<file path="src/rtl/gray_evt_capture_if.sv">
// Bus bundle for gray_evt_capture: encoder sample inputs, FIFO head
// handshake, occupancy and overflow status.
interface gray_evt_capture_if;
  logic       act;
  logic [2:0] y;
  logic       out_valid;
  logic       out_ready;
  logic [2:0] out_code;
  logic [2:0] count;
  logic       ovf;
  logic       clr_ovf;

  // Producer/consumer side (drives encoder samples, ready and clear)
  modport master (
    output act, y, out_ready, clr_ovf,
    input  out_valid, out_code, count, ovf
  );

  // Capture block side
  modport slave (
    input  act, y, out_ready, clr_ovf,
    output out_valid, out_code, count, ovf
  );
endinterface

</file>
<file path="src/rtl/gray_evt_capture.sv">
// gray_evt_capture: debounces the Gray-coded index of an upstream 8:3
// priority encoder and logs each stable activation, as a binary code, into
// a 4-entry FIFO with a sticky overflow flag.
module gray_evt_capture #(
  parameter int unsigned STABLE = 2,
  parameter int unsigned DEPTH  = 4
) (
  input  logic               clk,
  input  logic               rst,
  gray_evt_capture_if.slave  bus
);

  typedef enum logic [1:0] {
    IDLE   = 2'd0,
    SETTLE = 2'd1,
    HOLD   = 2'd2
  } state_t;

  localparam logic [3:0] STABLE_C = 4'(STABLE);

  state_t     state_q;
  logic [3:0] cnt_q;
  logic [2:0] code_q;

  logic [2:0] mem_q [DEPTH];
  logic [1:0] rd_ptr_q;
  logic [1:0] wr_ptr_q;
  logic [2:0] count_q;
  logic [2:0] count_d;
  logic       ovf_q;
  logic       ovf_d;

  logic [2:0] bin_s;
  logic       same_s;
  logic [3:0] cnt_inc_s;
  logic       push_s;
  logic       empty_s;
  logic       full_s;
  logic       pop_s;
  logic       wr_s;
  logic       drop_s;

  // Gray-to-binary conversion of the live encoder sample
  assign bin_s     = {bus.y[2], bus.y[2] ^ bus.y[1], bus.y[2] ^ bus.y[1] ^ bus.y[0]};
  assign same_s    = (bin_s == code_q);
  assign cnt_inc_s = cnt_q + 4'd1;

  // Event push decision for this edge, taken from the current FSM state
  always_comb begin
    push_s = 1'b0;
    case (state_q)
      IDLE: begin
        if (bus.act && (STABLE_C == 4'd1)) begin
          push_s = 1'b1;
        end else begin
          push_s = 1'b0;
        end
      end
      SETTLE: begin
        if (bus.act && same_s && (cnt_inc_s == STABLE_C)) begin
          push_s = 1'b1;
        end else begin
          push_s = 1'b0;
        end
      end
      HOLD: begin
        if (bus.act && !same_s && (STABLE_C == 4'd1)) begin
          push_s = 1'b1;
        end else begin
          push_s = 1'b0;
        end
      end
      default: push_s = 1'b0;
    endcase
  end

  // Debounce FSM: track the captured code and how long it has been stable
  always_ff @(posedge clk) begin
    if (rst) begin
      state_q <= IDLE;
      cnt_q   <= 4'd0;
      code_q  <= 3'd0;
    end else begin
      case (state_q)
        IDLE: begin
          if (bus.act) begin
            code_q  <= bin_s;
            cnt_q   <= 4'd1;
            state_q <= (STABLE_C == 4'd1) ? HOLD : SETTLE;
          end
        end
        SETTLE: begin
          if (!bus.act) begin
            state_q <= IDLE;
          end else if (!same_s) begin
            code_q <= bin_s;
            cnt_q  <= 4'd1;
          end else begin
            cnt_q <= cnt_inc_s;
            if (cnt_inc_s == STABLE_C) begin
              state_q <= HOLD;
            end
          end
        end
        HOLD: begin
          if (!bus.act) begin
            state_q <= IDLE;
          end else if (!same_s) begin
            // A new code re-arms the debounce; with STABLE=1 it is logged at once
            code_q  <= bin_s;
            cnt_q   <= 4'd1;
            state_q <= (STABLE_C == 4'd1) ? HOLD : SETTLE;
          end
        end
        default: begin
          state_q <= IDLE;
          cnt_q   <= 4'd0;
        end
      endcase
    end
  end

  assign empty_s = (count_q == 3'd0);
  assign full_s  = (count_q == 3'd4);
  assign pop_s   = bus.out_ready && !empty_s;
  // A full FIFO still accepts a push when the head leaves on the same edge
  assign wr_s    = push_s && (!full_s || pop_s);
  assign drop_s  = push_s && full_s && !pop_s;

  // Next occupancy: +1 on write only, -1 on pop only
  always_comb begin
    count_d = count_q;
    case ({wr_s, pop_s})
      2'b10:   count_d = count_q + 3'd1;
      2'b01:   count_d = count_q - 3'd1;
      default: count_d = count_q;
    endcase
  end

  // Sticky overflow: a drop on the same edge beats a clear
  always_comb begin
    ovf_d = ovf_q;
    if (drop_s) begin
      ovf_d = 1'b1;
    end else if (bus.clr_ovf) begin
      ovf_d = 1'b0;
    end else begin
      ovf_d = ovf_q;
    end
  end

  // Event FIFO storage, pointers, occupancy and overflow flag
  always_ff @(posedge clk) begin
    if (rst) begin
      for (int i = 0; i < DEPTH; i++) begin
        mem_q[i] <= 3'd0;
      end
      rd_ptr_q <= 2'd0;
      wr_ptr_q <= 2'd0;
      count_q  <= 3'd0;
      ovf_q    <= 1'b0;
    end else begin
      if (wr_s) begin
        mem_q[wr_ptr_q] <= bin_s;
        wr_ptr_q        <= wr_ptr_q + 2'd1;
      end
      if (pop_s) begin
        rd_ptr_q <= rd_ptr_q + 2'd1;
      end
      count_q <= count_d;
      ovf_q   <= ovf_d;
    end
  end

  assign bus.out_valid = !empty_s;
  assign bus.out_code  = empty_s ? 3'd0 : mem_q[rd_ptr_q];
  assign bus.count     = count_q;
  assign bus.ovf       = ovf_q;

endmodule

</file>
<file path="src/flat_wrapper.sv">
// flat-port wrapper written by rule: the top's interface ports become plain ports
module gray_evt_capture_flat 
#(
  parameter int unsigned STABLE = 2,
  parameter int unsigned DEPTH  = 4
)
  (clk, rst, bus_act, bus_y, bus_out_ready, bus_clr_ovf, bus_out_valid, bus_out_code, bus_count, bus_ovf);
  gray_evt_capture_if bus_i ();
  input  logic clk;
  input  logic rst;
  input wire logic [$bits(bus_i.act)-1:0] bus_act;
  input wire logic [$bits(bus_i.y)-1:0] bus_y;
  input wire logic [$bits(bus_i.out_ready)-1:0] bus_out_ready;
  input wire logic [$bits(bus_i.clr_ovf)-1:0] bus_clr_ovf;
  output wire logic [$bits(bus_i.out_valid)-1:0] bus_out_valid;
  output wire logic [$bits(bus_i.out_code)-1:0] bus_out_code;
  output wire logic [$bits(bus_i.count)-1:0] bus_count;
  output wire logic [$bits(bus_i.ovf)-1:0] bus_ovf;
  assign bus_i.act = bus_act;
  assign bus_i.y = bus_y;
  assign bus_i.out_ready = bus_out_ready;
  assign bus_i.clr_ovf = bus_clr_ovf;
  assign bus_out_valid = bus_i.out_valid;
  assign bus_out_code = bus_i.out_code;
  assign bus_count = bus_i.count;
  assign bus_ovf = bus_i.ovf;
  gray_evt_capture #(.STABLE(STABLE), .DEPTH(DEPTH)) u_core (.clk(clk), .rst(rst), .bus(bus_i));
endmodule
</file>
<file path="config.mk">
export PLATFORM = sky130hd
export DESIGN_NAME = gray_evt_capture_flat
export DESIGN_NICKNAME = d
export VERILOG_FILES = /design/src/rtl/gray_evt_capture_if.sv /design/src/rtl/gray_evt_capture.sv /design/src/flat_wrapper.sv
export SDC_FILE = /design/constraint.sdc
export NUM_CORES = 1
export LEC_CHECK = 0
export ABC_AREA = 1
export ABC_CLOCK_PERIOD_IN_PS = 2700
export CAP_MARGIN = 40
export CORE_ASPECT_RATIO = 1.1
export CORE_MARGIN = 4
export CORE_UTILIZATION = 44
export CTS_CLUSTER_DIAMETER = 30
export DETAILED_ROUTE_END_ITERATION = 7
export GPL_ROUTABILITY_DRIVEN = 0
export GPL_TIMING_DRIVEN = 0
export SYNTH_ARGS = -nofsm -noshare
export SYNTH_HDL_FRONTEND = slang
export SYNTH_SLANG_ARGS = --single-unit
</file>
<file path="constraint.sdc">
create_clock -name clk -period 2.7 [get_ports clk]
set_input_delay 0.54 -clock clk [delete_from_list [all_inputs] [get_ports clk]]
set_output_delay 0.54 -clock clk [all_outputs]
set_load 0.01 [all_outputs]
</file>
==> results of run 1 <==
-- cells in the mapped netlist --
cell	number
a21oi_1	16
nor2_2	1
nand2_2	9
o21ai_0	19
fa_1	1
inv_1	39
nand3b_2	1
a2bb2oi_1	1
o31ai_1	1
dfxtp_1	19
nand4_1	2
clkbuf_1	1
nor2_4	2
o21ai_1	4
nand3_1	10
nand2_1	26
xor2_1	3
nor2_1	40
nor2_8	2
ha_1	7
nand2_4	2
edfxtp_1	12
o21ai_4	1
inv_2	3
nand3_2	4
nand3_4	1
-- routing by layer --
| layer | GRT usage | share of wire | vias up |
|---|---|---|---|
| li1 | - | - | 762 |
| met5 | 0 | 0 | - |
| met2 | 0.234 | 0.46 | 19 |
| met4 | 0.0693 | 0.023 | 0 |
| met3 | 0.0507 | 0.039 | 6 |
| met1 | 0.166 | 0.47 | 583 |
-- power by group --
| group | switching (mW) | total, mW | internal (mW) |
|---|---|---|---|
| sequential | 0.0514 | 0.595 | 0.544 |
| combinational | 0.303 | 0.534 | 0.231 |
| clock | 0.165 | 0.370 | 0.205 |
| total | 0.519 | 1.50 | 0.980 |
-- metrics by stage --
stage	power, mW	hold WS, ns
floorplan	0.951	0.436
global placement	1.14	0.455
detailed placement	1.14	0.459
CTS	1.52	0.471
global route	1.62	0.495
finish	1.50	0.467
-- worst paths after layout --
| path | from | endpoint | depth (start not counted) |
|---|---|---|---|
| worst max-delay path | bus_y[1] | u_core.bus.count[2]$_SDFFE_PP0P_ | 15 |
| worst min-delay path | u_core.rd_ptr_q[1]$_SDFFE_PP0N_ | u_core.rd_ptr_q[1]$_SDFFE_PP0N_ | 2 |
| worst max register to register | u_core.cnt_q[0]$_SDFFE_PP0P_ | u_core.bus.count[2]$_SDFFE_PP0P_ | 12 |
| worst min register to register | u_core.rd_ptr_q[1]$_SDFFE_PP0N_ | u_core.rd_ptr_q[1]$_SDFFE_PP0N_ | 2 |
-- flip-flops by register name (all words and copies together) (netlist names), named ones only --
signal            flops
u_core.bus.count      3
u_core.bus.ovf        1
u_core.cnt_q          4
u_core.code_q         3
u_core.mem_q         12
u_core.rd_ptr_q       2
u_core.state_q        2
u_core.wr_ptr_q       2
-- cell type report --
class,instances,area (um2)
Buffer,1,3.75
Clock buffer,7,86.3
Clock inverter,1,5.00
Fill cell,380,1830
Inverter,42,158
Multi-Input combinational cell,153,888
Sequential cell,31,741
Tap cell,52,65.1
Timing Repair Buffer,15,153
-- cells by family (layout without fill, tap and decap cells) --
family,Yosys count,count (layout),synth area share
AND/OR/NAND/NOR,100,100,0.294
buffers and inverters,43,66,0.0901
AO/OA/AOI/OAI,42,42,0.127
flip-flops,31,31,0.414
adder cells (fa/ha/maj),8,8,0.0601
XOR/XNOR,3,3,0.0147
-- critical path, stage by stage --
cell and delay [ns]:
clkdlybuf4s50_1 0.51, inv_1 0.06, nand2_1 0.10, nand3_2 0.10, nand2_2 0.11, nand2_1 0.10, nand2_2 0.12, nor2_8 0.06
nand2_4 0.07, nand2_2 0.06, fa_1 0.40, inv_1 0.07, nand4_1 0.11, a21oi_1 0.14, nor2_1 0.05
==> impl_metrics.py, run 1 <==
metrics = {
    "worst_setup_path": {
        "path_class": "in2reg",
        "crit_path_end_kind": "register",
        "worstPathRequired_ns": 2.88,
        "crit_fanout": 7,
        "rrSetupSlack_ns": 0.60,
        "worstPathArrival_ns": 2.61,
        "critPathLaunchType": "input pin",
    },
    "clock_network": {
        "path_clk_slew_ns": 0.06,
        "cts-hold-fix-buffers": 0,
        "cts_resized": 0,
        "cts_max_path_buffers": 2,
        "clock_latency_ns": 0.28,
        "clock_sinks": 31,
        "cts_made_buffers": 5,
        "post_cts_buffers": 0,
        "root_buffer": "clkbuf_8",
        "cts_tree": "built",
        "cts_max_level": 2,
    },
    "power_and_ir_drop": {
        "vdd_drop_max_mv": 0.380,
        "power.density_mw_per_mm2": 714,
        "p_leak_nw": 0.948,
    },
    "synth": {
        "synth_cells": 227,
        "ys_seq_area_frac": 0.414,
        "yosys-top-cells-area": "dfxtp_1, edfxtp_1, nor2_1",
        "ys_warn_count": 0,
        "synth.avg_cell_area_um2": 7.89,
        "yosysUniqueCellTypes": 26,
        "synth_area_mm2": 0.00179,
        "synth_seq_cells": 31,
        "yosys.area.top_type": "dfxtp_1",
        "synth_top_area_frac": 0.212,
        "synth_nets": 243,
    },
    "timing": {
        "hold_viol_final": 0,
        "period_minus_slack_ns": 2.43,
        "rsz0062_at_grt": "false",
        "fmax_mhz": 412,
        "worst_slew_pin_slew_ns": 0.457,
        "fin_tns_setup_ns": 0,
        "fin_ws_ns": 0.271,
        "final-max-slew-violation-count": 0,
        "timing.final.crit_share": 0.900,
        "maxSlewHeadroom": 0.693,
        "setup_viol": 0,
        "final.setup_skew_ns": 0.00209,
    },
    "finish": {
        "layout-drive-gt1-share": 0.132,
        "final_common_cell": "nor2_1",
        "final_core_util": 0.534,
        "final_nets": 265,
        "fin_cells": 302,
        "final_cell_mix": "nor2_1, inv_1, nand2_1",
        "antenna-diode-count": 0,
        "design_area_mm2": 0.00210,
        "area_delta_synth_final_pct": 17.3,
    },
    "floorplan": {
        "fp-row-count": 24,
        "die_w_um": 68.8,
        "die_h_um": 74.9,
        "core_area_mm2": 0.00393,
        "io_pins": 16,
        "start_util": 0.455,
        "die_area_mm2": 0.00515,
    },
    "job": {
        "maxCapViolCount": 0,
    },
    "place": {
        "dp_cells": 294,
        "dp_hpwl_um": 2450,
        "dpl_cell_area_mm2": 0.00201,
        "port-buffer-count": 15,
        "place_ws_ns": -0.201,
    },
    "drt": {
        "routed-via-count": 1370,
        "vias_per_cell": 4.54,
        "drt_iter0_drc": 44,
        "postRouteAntennaNets": 0,
        "drc": 0,
        "firstDrtPassIters": 4,
        "drt_wl_total_um": 3120,
        "post_drt_wl_per_cell_um": 10.3,
    },
    "grt": {
        "overflow": 0,
        "grt_pass1_vias": 1257,
        "grt_max_degree": 11,
        "grt_pass1_wl_um": 5400,
        "antenna_found_initial": 0,
        "grt_usage": 0.143,
    },
    "run_status": {
        "status": "completed",
    },
    "hold_path": {
        "min_path_type": "reg2reg",
    },
}
Power figures use the tool's default switching activity.
==> run 2, diff against run 1 <==
==> constraint.sdc (replaced) <==
create_clock -name clk -period 2.7 [get_ports clk]
set_input_delay 0.405 -clock clk [delete_from_list [all_inputs] [get_ports clk]]
set_output_delay 0.405 -clock clk [all_outputs]
set_load 0.01 [all_outputs]
==> run 2 against run 1 <==
  * Sequential power barely moved
  * Maximum frequency fell by 1.1%
  * Largest cell class unchanged
  * Global-route usage did not move
  * Critical endpoint unchanged
  * Final cell count did not move
  * Power barely moved
  * Non-clock buffer count did not move
  * Largest power group unchanged
  * Clock power barely moved
  * Utilization fell by 0.064 points
  * Cell area fell by 0.12%
  * Routed wire length did not move
  * Clock skew barely moved
  * Hold slack barely moved
==> impl_metrics.py, run 2 (same netlist as run 1, synthesis figures left out) <==
metrics = {
    "power_and_ir_drop": {
        "internal_power_mw": 0.980,
        "p_sw_mw": 0.520,
        "p_leak_nw": 0.939,
        "vdd_drop_max_mv": 0.380,
        "clkPwrFrac": 0.247,
        "swShare": 0.346,
        "pwr-share-seq": 0.397,
        "power.density_mw_per_mm2": 715,
        "combinationalPowerShare": 0.356,
    },
    "clock_network": {
        "cts_tree": "built",
        "path_clk_slew_ns": 0.06,
        "cts-hold-fix-buffers": 0,
        "root_buffer": "clkbuf_8",
        "cts_max_level": 2,
        "cts_resized": 0,
        "post_cts_buffers": 0,
        "cts_max_path_buffers": 2,
        "clock_latency_ns": 0.28,
        "cts_made_buffers": 5,
        "clock_sinks": 31,
    },
    "timing": {
        "fin_tns_setup_ns": 0,
        "period_minus_slack_ns": 2.46,
        "maxSlewHeadroom": 0.691,
        "hold_slack_ns": 0.467,
        "fmax_mhz": 407,
        "timing.final.crit_share": 0.910,
        "worst_slew_pin_slew_ns": 0.460,
        "setup_viol": 0,
        "rsz0062_at_grt": "false",
        "final.setup_skew_ns": 0.00209,
        "final-max-slew-violation-count": 0,
        "hold_viol_final": 0,
    },
    "worst_setup_path": {
        "worstPathArrival_ns": 2.63,
        "cp_cell_sequence": "clkdlybuf4s50_1 -> inv_2 -> nand2_1 -> nand3_2 -> nand2_2 -> nand2_1 -> nand2_2 -> nor2_8 -> nand2_4 -> nand2_2 -> fa_1 -> inv_1 -> nand4_1 -> a21oi_1 -> nor2_1",
        "crit_path_end_kind": "register",
        "max_stage_delay_ns": 0.62,
        "crit_slowest_cell": "clkdlybuf4s50_1",
        "rr_startpoint": "u_core.cnt_q[0]$_SDFFE_PP0P_",
        "cp-startpoint": "bus_y[2]",
        "path_class": "in2reg",
        "cpMostUsedCell": "nand2_2",
        "crit_fanout": 7,
        "critPathLaunchType": "input pin",
        "worstPathRequired_ns": 2.88,
    },
    "grt": {
        "grt_pass1_vias": 1257,
        "antenna_found_initial": 0,
        "grt_usage": 0.143,
        "grt_max_degree": 11,
        "grt_pass1_wl_um": 5400,
        "overflow": 0,
    },
    "finish": {
        "final_cell_mix": "nor2_1, inv_1, nand2_1",
        "final_common_cell": "nor2_1",
        "multiInputGateArea_um2": 888,
        "final_nets": 265,
        "layout-drive-gt1-share": 0.132,
        "antenna-diode-count": 0,
        "ff_latch_area_um2": 741,
        "nFillCells": 380,
        "regMostFlops": "u_core.mem_q",
        "area_delta_synth_final_pct": 17.1,
        "fin_cells": 302,
        "largestRegisters": "u_core.mem_q: 12 flops, u_core.cnt_q: 4 flops",
        "largest_reg_flops": 12,
    },
    "floorplan": {
        "die_area_mm2": 0.00515,
        "die_h_um": 74.9,
        "die_w_um": 68.8,
        "core_area_mm2": 0.00393,
        "fp-row-count": 24,
        "start_util": 0.455,
        "io_pins": 16,
    },
    "drt": {
        "vias_per_cell": 4.55,
        "routed-via-count": 1373,
        "drc": 0,
        "drt_wl_total_um": 3120,
        "postRouteAntennaNets": 0,
        "firstDrtPassIters": 4,
        "post_drt_wl_per_cell_um": 10.3,
        "drt_iter0_drc": 40,
    },
    "hold_path": {
        "min_path_type": "reg2reg",
        "min_from": "u_core.rd_ptr_q[1]$_SDFFE_PP0N_",
    },
    "run_status": {
        "status": "completed",
    },
    "job": {
        "maxCapViolCount": 0,
    },
    "place": {
        "dp_hpwl_um": 2450,
        "dp_cells": 294,
        "port-buffer-count": 15,
    },
}
[run 2: cell count changes in the layout (fill, tap and decap cells not counted)]
cell             previous run  this run
dlymetal6s2s_1              1         0
clkdlybuf4s50_1            14        15
[run 2: cell type report]
type,count,share of cell area
Multi-Input combinational cell,153,0.424
Inverter,42,0.0752
Timing Repair Buffer,15,0.0716
Clock buffer,7,0.0412
Clock inverter,1,0.00239
Sequential cell,31,0.353
Tap cell,52,0.0310
Buffer,1,0.00179
[run 2: worst max-delay path: cells and delay by family]
kind,cells,cell delay (ns)
fa+ha+maj,1,0.40
buf+inv,3,0.79
compound gates,1,0.14
simple gates,10,0.89
[run 2: power by group through the flow]
| stage | clock network (mW) | registers (mW) | logic, mW |
|---|---|---|---|
| global route | 0.405 | 0.607 | 0.605 |
| finish | 0.370 | 0.595 | 0.534 |
| floorplan | 0 | 0.604 | 0.347 |
| detailed placement | 0 | 0.607 | 0.538 |
| global placement | 0 | 0.605 | 0.534 |
| CTS | 0.383 | 0.597 | 0.540 |
[run 2: final timing paths]
check,end,slack (ns),cells past startpoint
setup / recovery,u_core.bus.count[2]$_SDFFE_PP0P_,0.24,15
hold / removal,u_core.rd_ptr_q[1]$_SDFFE_PP0N_,0.47,2
setup reg to reg,u_core.bus.count[2]$_SDFFE_PP0P_,0.60,12
hold reg to reg,u_core.rd_ptr_q[1]$_SDFFE_PP0N_,0.47,2
[run 2: per-layer routing]
layer / vias up / GRT usage / routed length (um)
met4: 0 / 0.0693 / 71
li1: 762 / - / -
met3: 6 / 0.0507 / 123
met2: 19 / 0.234 / 1450
met1: 586 / 0.166 / 1470
met5: - / 0 / 0
[run 2: through the flow]
step / instance area (um2) / worst slack, ns / power, mW / util
final: 2100 / 0.244 / 1.50 / 0.533
after global routing: 2100 / 0.0859 / 1.62 / 0.533
after CTS: 2100 / 0.238 / 1.52 / 0.533
after detailed placement: 2010 / -0.0661 / 1.14 / 0.510
after global placement: 2010 / -0.0525 / 1.14 / 0.510
after floorplan: 1790 / 0.751 / 0.951 / -
==> run 3, diff against run 2 <==
--- a/config.mk
+++ b/config.mk
@@ -9,8 +9,7 @@
 export ABC_CLOCK_PERIOD_IN_PS = 2700
 export CAP_MARGIN = 40
 export CORE_ASPECT_RATIO = 1.1
-export CORE_MARGIN = 4
-export CORE_UTILIZATION = 44
+export CORE_UTILIZATION = 25
 export CTS_CLUSTER_DIAMETER = 30
 export DETAILED_ROUTE_END_ITERATION = 7
 export GPL_ROUTABILITY_DRIVEN = 0
@@ -18,3 +17,4 @@
 export SYNTH_ARGS = -nofsm -noshare
 export SYNTH_HDL_FRONTEND = slang
 export SYNTH_SLANG_ARGS = --single-unit
+export TNS_END_PERCENT = 20
==> run 3 against run 2 <==
  * Global-route usage is 4.5 points lower
  * Maximum frequency is 0.56% lower
  * Sequential power hardly changed
  * Sequential share of layout area is 0.94 points lower
  * Utilization is 22 points lower
  * Critical path depth stayed put
  * Hold slack worse by 0.0042 ns
  * Power is 5.2% higher
  * Clock power is 19% higher
  * Critical endpoint unchanged
==> impl_metrics.py, run 3 (same netlist as run 1, synthesis figures left out) <==
metrics = {
    "run_status": {
        "status": "completed",
    },
    "timing": {
        "final.setup_skew_ns": 0.00669,
        "rsz0062_at_grt": "false",
        "maxSlewHeadroom": 0.687,
        "period_minus_slack_ns": 2.47,
        "fmax_mhz": 405,
        "fin_ws_ns": 0.230,
        "final-max-slew-violation-count": 0,
        "hold_viol_final": 0,
        "fin_tns_setup_ns": 0,
        "worst_slew_pin_slew_ns": 0.465,
        "setup_viol": 0,
        "timing.final.crit_share": 0.915,
    },
    "finish": {
        "final_common_cell": "nor2_1",
        "area_delta_synth_final_pct": 20.3,
        "antenna-diode-count": 0,
        "layout-drive-gt1-share": 0.132,
        "largest_reg_flops": 12,
        "nFillCells": 741,
        "final_nets": 265,
        "fin_cells": 335,
        "regMostFlops": "u_core.mem_q",
        "largestRegisters": "u_core.mem_q: 12 flops, u_core.cnt_q: 4 flops",
        "final_cell_mix": "nor2_1, inv_1, nand2_1",
    },
    "worst_setup_path": {
        "cpMostUsedCell": "nand2_2",
        "rrSetupSlack_ns": 0.59,
        "crit_fanout": 7,
        "critPathLaunchType": "input pin",
        "worstPathRequired_ns": 2.87,
        "cp_cell_sequence": "clkdlybuf4s50_1 -> inv_2 -> nand2_1 -> nand3_2 -> nand2_2 -> nand2_1 -> nand2_2 -> nor2_8 -> nand2_4 -> nand2_2 -> fa_1 -> inv_1 -> nand4_1 -> a21oi_1 -> nor2_1",
        "worstPathArrival_ns": 2.64,
        "crit_slowest_cell": "clkdlybuf4s50_1",
        "reg2reg_to": "u_core.bus.count[2]$_SDFFE_PP0P_",
        "max_stage_delay_ns": 0.61,
        "critPathTopFamily": "simple AND/OR/NAND/NOR gates",
        "path_class": "in2reg",
        "crit_path_end_kind": "register",
        "rr_startpoint": "u_core.cnt_q[0]$_SDFFE_PP0P_",
        "r2r_cells": 12,
        "crit_buf_inv": 3,
    },
    "clock_network": {
        "post_cts_buffers": 0,
        "cts_resized": 0,
        "cts_tree": "built",
        "cts_made_buffers": 5,
        "cts-hold-fix-buffers": 0,
        "clock_latency_ns": 0.28,
        "cts_max_level": 2,
        "path_clk_slew_ns": 0.06,
        "cts_max_path_buffers": 2,
        "root_buffer": "clkbuf_8",
        "clock_sinks": 31,
    },
    "power_and_ir_drop": {
        "vdd_drop_max_mv": 0.305,
        "p_leak_nw": 0.946,
        "power.density_mw_per_mm2": 732,
        "total_power_mw": 1.58,
    },
    "floorplan": {
        "start_util": 0.257,
        "io_pins": 16,
        "core_area_mm2": 0.00697,
        "die_w_um": 82.7,
        "fp-row-count": 32,
        "die_area_mm2": 0.00750,
        "die_h_um": 90.8,
    },
    "grt": {
        "grt_usage": 0.0981,
        "grt_pass1_wl_um": 5660,
        "antenna_found_initial": 0,
        "grt_max_degree": 11,
        "overflow": 0,
        "grt_pass1_vias": 1333,
    },
    "place": {
        "dp_hpwl_um": 2550,
        "port-buffer-count": 15,
        "dp_cells": 327,
        "place_ws_ns": -0.0704,
    },
    "drt": {
        "vias_per_cell": 4.25,
        "postRouteAntennaNets": 0,
        "drt_iter0_drc": 36,
        "firstDrtPassIters": 4,
        "drc": 0,
        "routed-via-count": 1424,
        "drt_wl_total_um": 3200,
        "post_drt_wl_per_cell_um": 9.56,
    },
    "hold_path": {
        "holdPathStages": 2,
        "min_from": "u_core.rd_ptr_q[1]$_SDFFE_PP0N_",
        "min_path_type": "reg2reg",
    },
    "job": {
        "maxCapViolCount": 0,
    },
}
## run 3: metrics by stage
stage / hold slack (ns) / area, um2 / util
3_5_place_dp: 0.459 / 2050 / 0.294
5_1_grt: 0.495 / 2150 / 0.309
2_1_floorplan: 0.436 / 1790 / -
6_report: 0.463 / 2150 / 0.309
3_3_place_gp: 0.454 / 2050 / 0.294
4_1_cts: 0.470 / 2150 / 0.309
## run 3: per-layer routing
layer  global-route usage  up-vias  share of wire
met5                    0        -              0
met4               0.0402        0          0.018
met3               0.0313        6          0.036
met2                0.163       19           0.50
met1                0.113      632           0.45
li1                     -      767              -
## run 3: worst max path at each step
stage,from,to,depth (start not counted)
final,bus_y[2],u_core.bus.count[2]$_SDFFE_PP0P_,15
after global routing,bus_y[2],u_core.bus.count[2]$_SDFFE_PP0P_,16
after CTS,bus_y[2],u_core.bus.count[2]$_SDFFE_PP0P_,15
after detailed placement,bus_y[2],u_core.bus.count[2]$_SDFFE_PP0P_,15
after global placement,bus_y[2],u_core.bus.count[2]$_SDFFE_PP0P_,15
after floorplan,u_core.cnt_q[0]$_SDFFE_PP0P_,u_core.bus.count[2]$_SDFFE_PP0P_,12
## run 3: where the power goes
part           total, mW  switching (mW)  internal (mW)
Sequential         0.598          0.0541          0.544
Combinational      0.541           0.309          0.232
Clock              0.439           0.169          0.270
Total               1.58           0.532           1.05
## run 3: worst reg2reg max path, cell delays in order, from the launching register on
cell,delay (ns)
dfxtp_1,0.41
ha_1,0.19
xor2_1,0.18
nor2_1,0.08
nand3_1,0.15
inv_1,0.09
nand2_4,0.08
nand2_2,0.06
fa_1,0.39
inv_1,0.06
nand4_1,0.11
a21oi_1,0.15
nor2_1,0.05
## run 3: cell type report
cell class / count / area, um2 / area share
timing repair buffer: 15 / 150 / 0.0697
inverter: 42 / 158 / 0.0732
sequential: 31 / 741 / 0.344
buffer: 1 / 3.75 / 0.00174
multi-input combinational: 153 / 888 / 0.412
clock inverter: 3 / 38.8 / 0.0180
tap: 85 / 106 / 0.0494
clock buffer: 5 / 68.8 / 0.0319
==> RTL edit 1, RTL diff (settings of run 3) <==
`DEPTH` is set to 4 in 2 places; all go to 8.
--- a/src/rtl/gray_evt_capture.sv
+++ b/src/rtl/gray_evt_capture.sv
@@ -4,5 +4,5 @@
 module gray_evt_capture #(
   parameter int unsigned STABLE = 2,
-  parameter int unsigned DEPTH  = 4
+  parameter int unsigned DEPTH  = 8
 ) (
   input  logic               clk,
--- a/src/flat_wrapper.sv
+++ b/src/flat_wrapper.sv
@@ -3,5 +3,5 @@
 #(
   parameter int unsigned STABLE = 2,
-  parameter int unsigned DEPTH  = 4
+  parameter int unsigned DEPTH  = 8
 )
   (clk, rst, bus_act, bus_y, bus_out_ready, bus_clr_ovf, bus_out_valid, bus_out_code, bus_count, bus_ovf);
Behaviour: no difference found for any inputs over 10 cycles, from zero or initial values and one cycle with rst high; that may be too few to reach the edited logic, so the function may still have changed.
==> RTL edit 1 against run 3 <==
Final area rose by 0.29%; worst setup slack better by 49 ps; power increased by 17%; routed wire length is 0.22% higher; synthesized area about the same; count of clock-buffer cells in the layout is the same; sequential cell count unchanged; cell count decreased by 1.5%; critical endpoint unchanged; largest cell class unchanged.
==> RTL edit 1: results (changes against run 3) <==
Run status
The run finished with clean final reports.

Placement
The quantity of I/O buffers inserted on ports is 15 (unchanged). The half-perimeter wire length of the detailed placement result is 2.549 mm (about the same).

Critical path
The worst register-to-register path begins at u_core.cnt_q[0]$_SDFFE_PP0P_. The maximum fanout encountered on the critical timing path is 6 (-1). The worst register-to-register path ends at u_core.bus.count[2]$_SDFFE_PP0P_.

On the critical path the largest part of the delay comes from simple AND/OR/NAND/NOR gates. The type of the worst setup path is in -> reg. The data arrival time of the critical path is 2600 ps (-40 ps). The largest stage delay on the critical path is 510 ps (-100 ps). The launching element of the worst setup path is bus_y[1]. The reg-to-reg setup timing slack is 490 ps (-100 ps).

Clock tree
The level count of the clock H-tree is 2 (unchanged). The clock buffer count from CTS was 5 (unchanged). The later-pin clock latency in the skew report is 280 ps (about the same).

Pwr
The design internal power is 0.001160 W (+11%). The sequential-cell power consumption is 0.000664 W (+11%). The power in combinational cells was 0.000741 W (+37%). The static leakage is 0.9867 nW (+4.3%). The maximum VDD drop is 0.3152 mV (+3.4%).

Timing
The relative slew slack is 65.85% (-2.9 points). The worst clock skew is 2.717 ps (-3.973 ps).

Yosys
The async set-reset flop share out of synthesis is 0% (unchanged). The number of different library cells in the post-synthesis netlist is 23 (-12%). Ranked by total cell area, the synthesized netlist is headed by sky130_fd_sc_hd__dfxtp_1 21%, sky130_fd_sc_hd__edfxtp_1 20%, sky130_fd_sc_hd__nor2_1 10%, sky130_fd_sc_hd__ha_1 7.7%, sky130_fd_sc_hd__inv_1 5.7%. Sorting the synthesized cells by how often they occur yields 50 x sky130_fd_sc_hd__nor2_1, 27 x sky130_fd_sc_hd__inv_1, 27 x sky130_fd_sc_hd__nand2_1. The sequential element share of the synthesized area is 41.34% (about the same). The synthesized netlist net count is 242 (-0.41%).

Detailed routing
The average vias per placed instance came to 4.255 (about the same). The DRC marker count from the first detailed-route iteration is 55 (+53%). The number of search-and-repair iterations in the first detailed-routing pass is 4 (unchanged).

The routed length per instance is 9.730 um (+1.7%).

Layout
The net total in the final layout is 264 (-0.38%). In the final layout, the registers with the most flip-flops are u_core.mem_q x12, u_core.cnt_q x4. The fraction of layout instances using a drive strength above 1 is 12.65% (-0.55 points). The number of fillers in the final layout is 769 (+3.8%).

Global route
The number of global-route vias before repair is 1,320 (-0.98%). The global routing usage summed across all routing layers was 9.804% (about the same). The first-pass GRT wire length is 5.582 mm (-1.4%).

The pin count of the biggest net entering global routing is 11 (unchanged). The number of antenna violations at the first check in global routing is 0 (unchanged).
RTL edit 1: cell types whose count changed after synthesis, sizes merged, moves of 4 or more:
cell	before	now
nor2	45	54
nand2	37	41
ha	7	11
inv	42	29
nand3	15	10
o21ai	24	19
RTL edit 1: area by class of cell:
class	count	area, um^2	area share (%)
repair buffers	15	152.6	7.064
flip-flops and latches	31	740.7	34.28
clock buffers	5	68.82	3.185
plain buffers	1	3.754	0.1737
clock inverters	3	38.79	1.795
inverters	29	111.4	5.153
multi-input cells	161	938.4	43.43
well taps	85	106.4	4.922
RTL edit 1: tightest hold or removal path, stage by stage (launching register included):
cell                      delay, ps
sky130_fd_sc_hd__dfxtp_1        300
sky130_fd_sc_hd__inv_1           60
sky130_fd_sc_hd__a21oi_1         70
RTL edit 1: stage by stage:
| stage | cells | hold slack [ps] | setup slack (ps) | total power, W | instance area [um^2] |
|---|---|---|---|---|---|
| after floorplan | 222 | 435.8 | 640.7 | 0.001174 | 1792 |
| after global placement | 322 | 456.4 | -97.57 | 0.001415 | 2048 |
| after detailed placement | 322 | 467.2 | -127.1 | 0.001424 | 2048 |
| after CTS | 330 | 478.3 | 181.0 | 0.001879 | 2156 |
| after global routing | 330 | 513.8 | 41.28 | 0.002007 | 2161 |
| final | 330 | 473.1 | 279.4 | 0.001849 | 2161 |
RTL edit 1: logic make-up after synthesis:
family / count (synthesis) / synth area share (%)
flops: 31 / 41.34
buf+inv: 30 / 6.285
fa+ha+maj: 12 / 8.799
simple gates: 110 / 31.63
xor+xnor: 3 / 1.467
compound gates: 36 / 10.47
RTL edit 1: per-layer routing:
metal | wire length (um) | part of all wire, % | up-vias | global-route usage [%]
li1 | - | - | 756 | -
met4 | 75 | 2.3 | 0 | 4.741
met5 | 0 | 0 | - | 0
met3 | 94 | 2.9 | 5 | 2.727
met2 | 1645 | 51 | 13 | 17.08
met1 | 1397 | 44 | 630 | 10.52
RTL edit 1: how the worst min path moves through the flow:
stage / endpoint / slack [ps] / cells after the start
global placement: u_core.rd_ptr_q[0]$_SDFFE_PP0N_ / 460 / 1
finish: u_core.rd_ptr_q[1]$_SDFFE_PP0N_ / 470 / 2
floorplan: register / 440 / 2
detailed placement: u_core.rd_ptr_q[1]$_SDFFE_PP0N_ / 470 / 2
CTS: u_core.rd_ptr_q[1]$_SDFFE_PP0N_ / 480 / 2
global route: u_core.rd_ptr_q[0]$_SDFFE_PP0N_ / 510 / 1
RTL edit 1: what timing repair did:
item                                    4_1_cts  5_1_grt
gates resized for setup                       0        2
setup buffers                                 0        0
endpoints found under the setup margin        0        1
==> RTL edit 2, RTL diff (settings of run 3) <==
Made on the original files. Encoding of `state_t`: now one-hot (3 bits for 3 states).
--- a/src/rtl/gray_evt_capture.sv
+++ b/src/rtl/gray_evt_capture.sv
@@ -11,8 +11,8 @@
 );
 
-  typedef enum logic [1:0] {
-    IDLE   = 2'd0,
-    SETTLE = 2'd1,
-    HOLD   = 2'd2
+  typedef enum logic [2:0] {
+    IDLE   = 3'b001,
+    SETTLE = 3'b010,
+    HOLD   = 3'b100
   } state_t;
 
Behaviour: no difference found for any inputs over 10 cycles, from zero or initial values and one cycle with rst high; not proved beyond that.
==> RTL edit 2 against run 3 <==
Sequential cell count is 1 higher; clock power is 1% higher; power is 0.25% lower; sequential share of layout area is 2.1 points higher; non-clock buffer count stayed put; largest power group unchanged; worst setup slack better by 21 ps; synthesized area is 3.1% lower; register-to-register slack worse by 120 ps; routed wire length is 3.1% higher; critical endpoint unchanged; final area is 3.2% lower.
==> RTL edit 2: results (changes against run 3) <==
Placement
The standard cell area after detailed placement is 1978 um^2 (-3.4%). The quantity of I/O buffers inserted on ports came to 14 (-1). The half-perimeter wire length of the detailed placement result is 2.600 mm (+2.1%). The number of placed cells counting well taps came to 319 (-2.4%). The pre-CTS worst setup slack is -65.27 ps (+5.152 ps).

Yosys
The average footprint of a synthesized cell was 7.782 um^2 (-1.3%). The number of different library cells in the post-synthesis netlist is 26 (unchanged). The number of enable-type register cells in the synthesized netlist is 12 (unchanged). The synthesized netlist net count is 234 (-3.7%).

The number of warnings issued by yosys came to 0 (unchanged). By area the synthesized netlist is led by sky130_fd_sc_hd__dfxtp_1 23%, sky130_fd_sc_hd__edfxtp_1 21%, sky130_fd_sc_hd__nor2_1 7.8%, sky130_fd_sc_hd__nand2_1 7.1%, sky130_fd_sc_hd__inv_1 6.9%. The sequential element share of the synthesized area came to 43.84% (+2.5 points).

Ranked by instance count, the synthesized netlist is headed by 36 x sky130_fd_sc_hd__nor2_1, 33 x sky130_fd_sc_hd__nand2_1, 32 x sky130_fd_sc_hd__inv_1.

Pwr
The static leakage came to 0.8844 nW (-6.6%). The maximum VDD drop came to 0.3517 mV (+15%).

Critical path
The cell family contributing the most delay on the critical path is simple AND/OR/NAND/NOR gates. The cell count of the worst reg-to-reg path was 8 (-4). The maximum fanout encountered on the critical timing path came to 7 (unchanged).

The worst setup path endpoint is u_core.bus.count[2]$_SDFFE_PP0P_. The largest stage delay on the critical path is 590 ps (-20 ps). In this run the critical register-to-register path is captured at u_core.mem_q[3][0]$_DFFE_PP_. The reg-to-reg setup timing slack is 470 ps (-120 ps).

Global route
The first-pass GRT wire length came to 5.768 mm (+1.8%). The pin count of the biggest net entering global routing is 11 (unchanged). The global routing usage summed across all routing layers is 10.49% (+0.69 points). The number of global-route vias before repair came to 1,337 (+0.30%).

Run status
The run finished with clean final reports.

Timing
The part of the cycle the worst path needs was 90.70% (-0.77 points). The worst clock skew is 2.384 ps (-4.306 ps). The measured slew at the worst slew-check pin is 585.5 ps (+120.7 ps).

Detailed routing
The uppermost signal routing layer after detailed routing is met4. The routed length on met1 came to 1.587 mm (+11%). The DRC marker count from the first detailed-route iteration was 58 (+61%).

The total number of vias is 1,438 (+0.98%). The total length of routed met2 wires was 1.578 mm (-1.2%). The routed length per instance is 10.10 um (+5.6%). The routed length on met3 came to 93 um (-20%).

Layout
The net total in the final layout is 255 (-3.8%). The fraction of layout instances using a drive strength above 1 came to 13.88% (+0.68 points). The number of non-filler instances in the completed layout came to 327 (-2.4%).

Worst hold path
The start point of the worst min-delay path is u_core.rd_ptr_q[1]$_SDFFE_PP0N_.

Clock tree
The number of instances resized during post-cts repair is 0 (unchanged). The number of buffers added for setup after CTS is 0 (unchanged).
-- RTL edit 2: changes by cell type after synthesis, sizes merged, moves of 5 or more --
cell / change
o21ai: -8
inv: -7
nor3: +5
ha: -5
nand2: +7
-- RTL edit 2: worst min-delay path by stage --
stage | endpoint | slack, ps
after global placement | u_core.rd_ptr_q[0]$_SDFFE_PP0N_ | 460
after CTS | register | 470
after global routing | u_core.rd_ptr_q[1]$_SDFFE_PP0N_ | 490
after floorplan | register | 440
final | register | 470
after detailed placement | u_core.rd_ptr_q[1]$_SDFFE_PP0N_ | 460
-- RTL edit 2: final cells by class --
type / count / area [um^2]
buffer: 2 / 7.507
clock buffer: 6 / 72.57
clock inverter: 2 / 35.03
fill: 685 / 4547
inverter: 35 / 131.4
multi-input combinational: 154 / 835.8
sequential: 32 / 760.7
tap: 82 / 102.6
timing repair buffer: 14 / 140.1
-- RTL edit 2: routing by layer --
layer	vias to the layer above	global-route usage, %
li1	765	-
met1	646	12.40
met2	22	18.11
met3	5	2.755
met4	0	3.896
met5	-	0
-- RTL edit 2: where the power goes --
group / internal (W) / total [W] / switching, W
logic: 0.000231 / 0.000521 / 0.000290
registers: 0.000558 / 0.000608 / 0.0000496
clock network: 0.000274 / 0.000445 / 0.000171
-- RTL edit 2: tightest hold or removal path: cells and delay by family, from the launching register on --
family | cells | cell delay (ps)
DFF | 1 | 300
AOI/OAI and AO/OA | 1 | 60
buffers and inverters | 1 | 50
-- RTL edit 2: kinds of logic (layout without fill, tap and decap cells) --
family,count (synthesis),after routing,share of synthesized area (%)
buffers and inverters,37,59,8.003
adder cells (fa/ha/maj),3,3,2.595
flip-flops,32,32,43.84
AO/OA/AOI/OAI,35,35,10.45
AND/OR/NAND/NOR,114,114,34.10
XOR/XNOR,2,2,1.010
-- RTL edit 2: per-stage QoR --
step	hold slack (ps)	power, W	TNS (ps)
final	465.0	0.001574	0
after global routing	494.5	0.001688	0
after CTS	467.9	0.001594	0
after detailed placement	456.0	0.001146	-65.27
after global placement	455.3	0.001133	-21.91
after floorplan	436.5	0.0009375	0
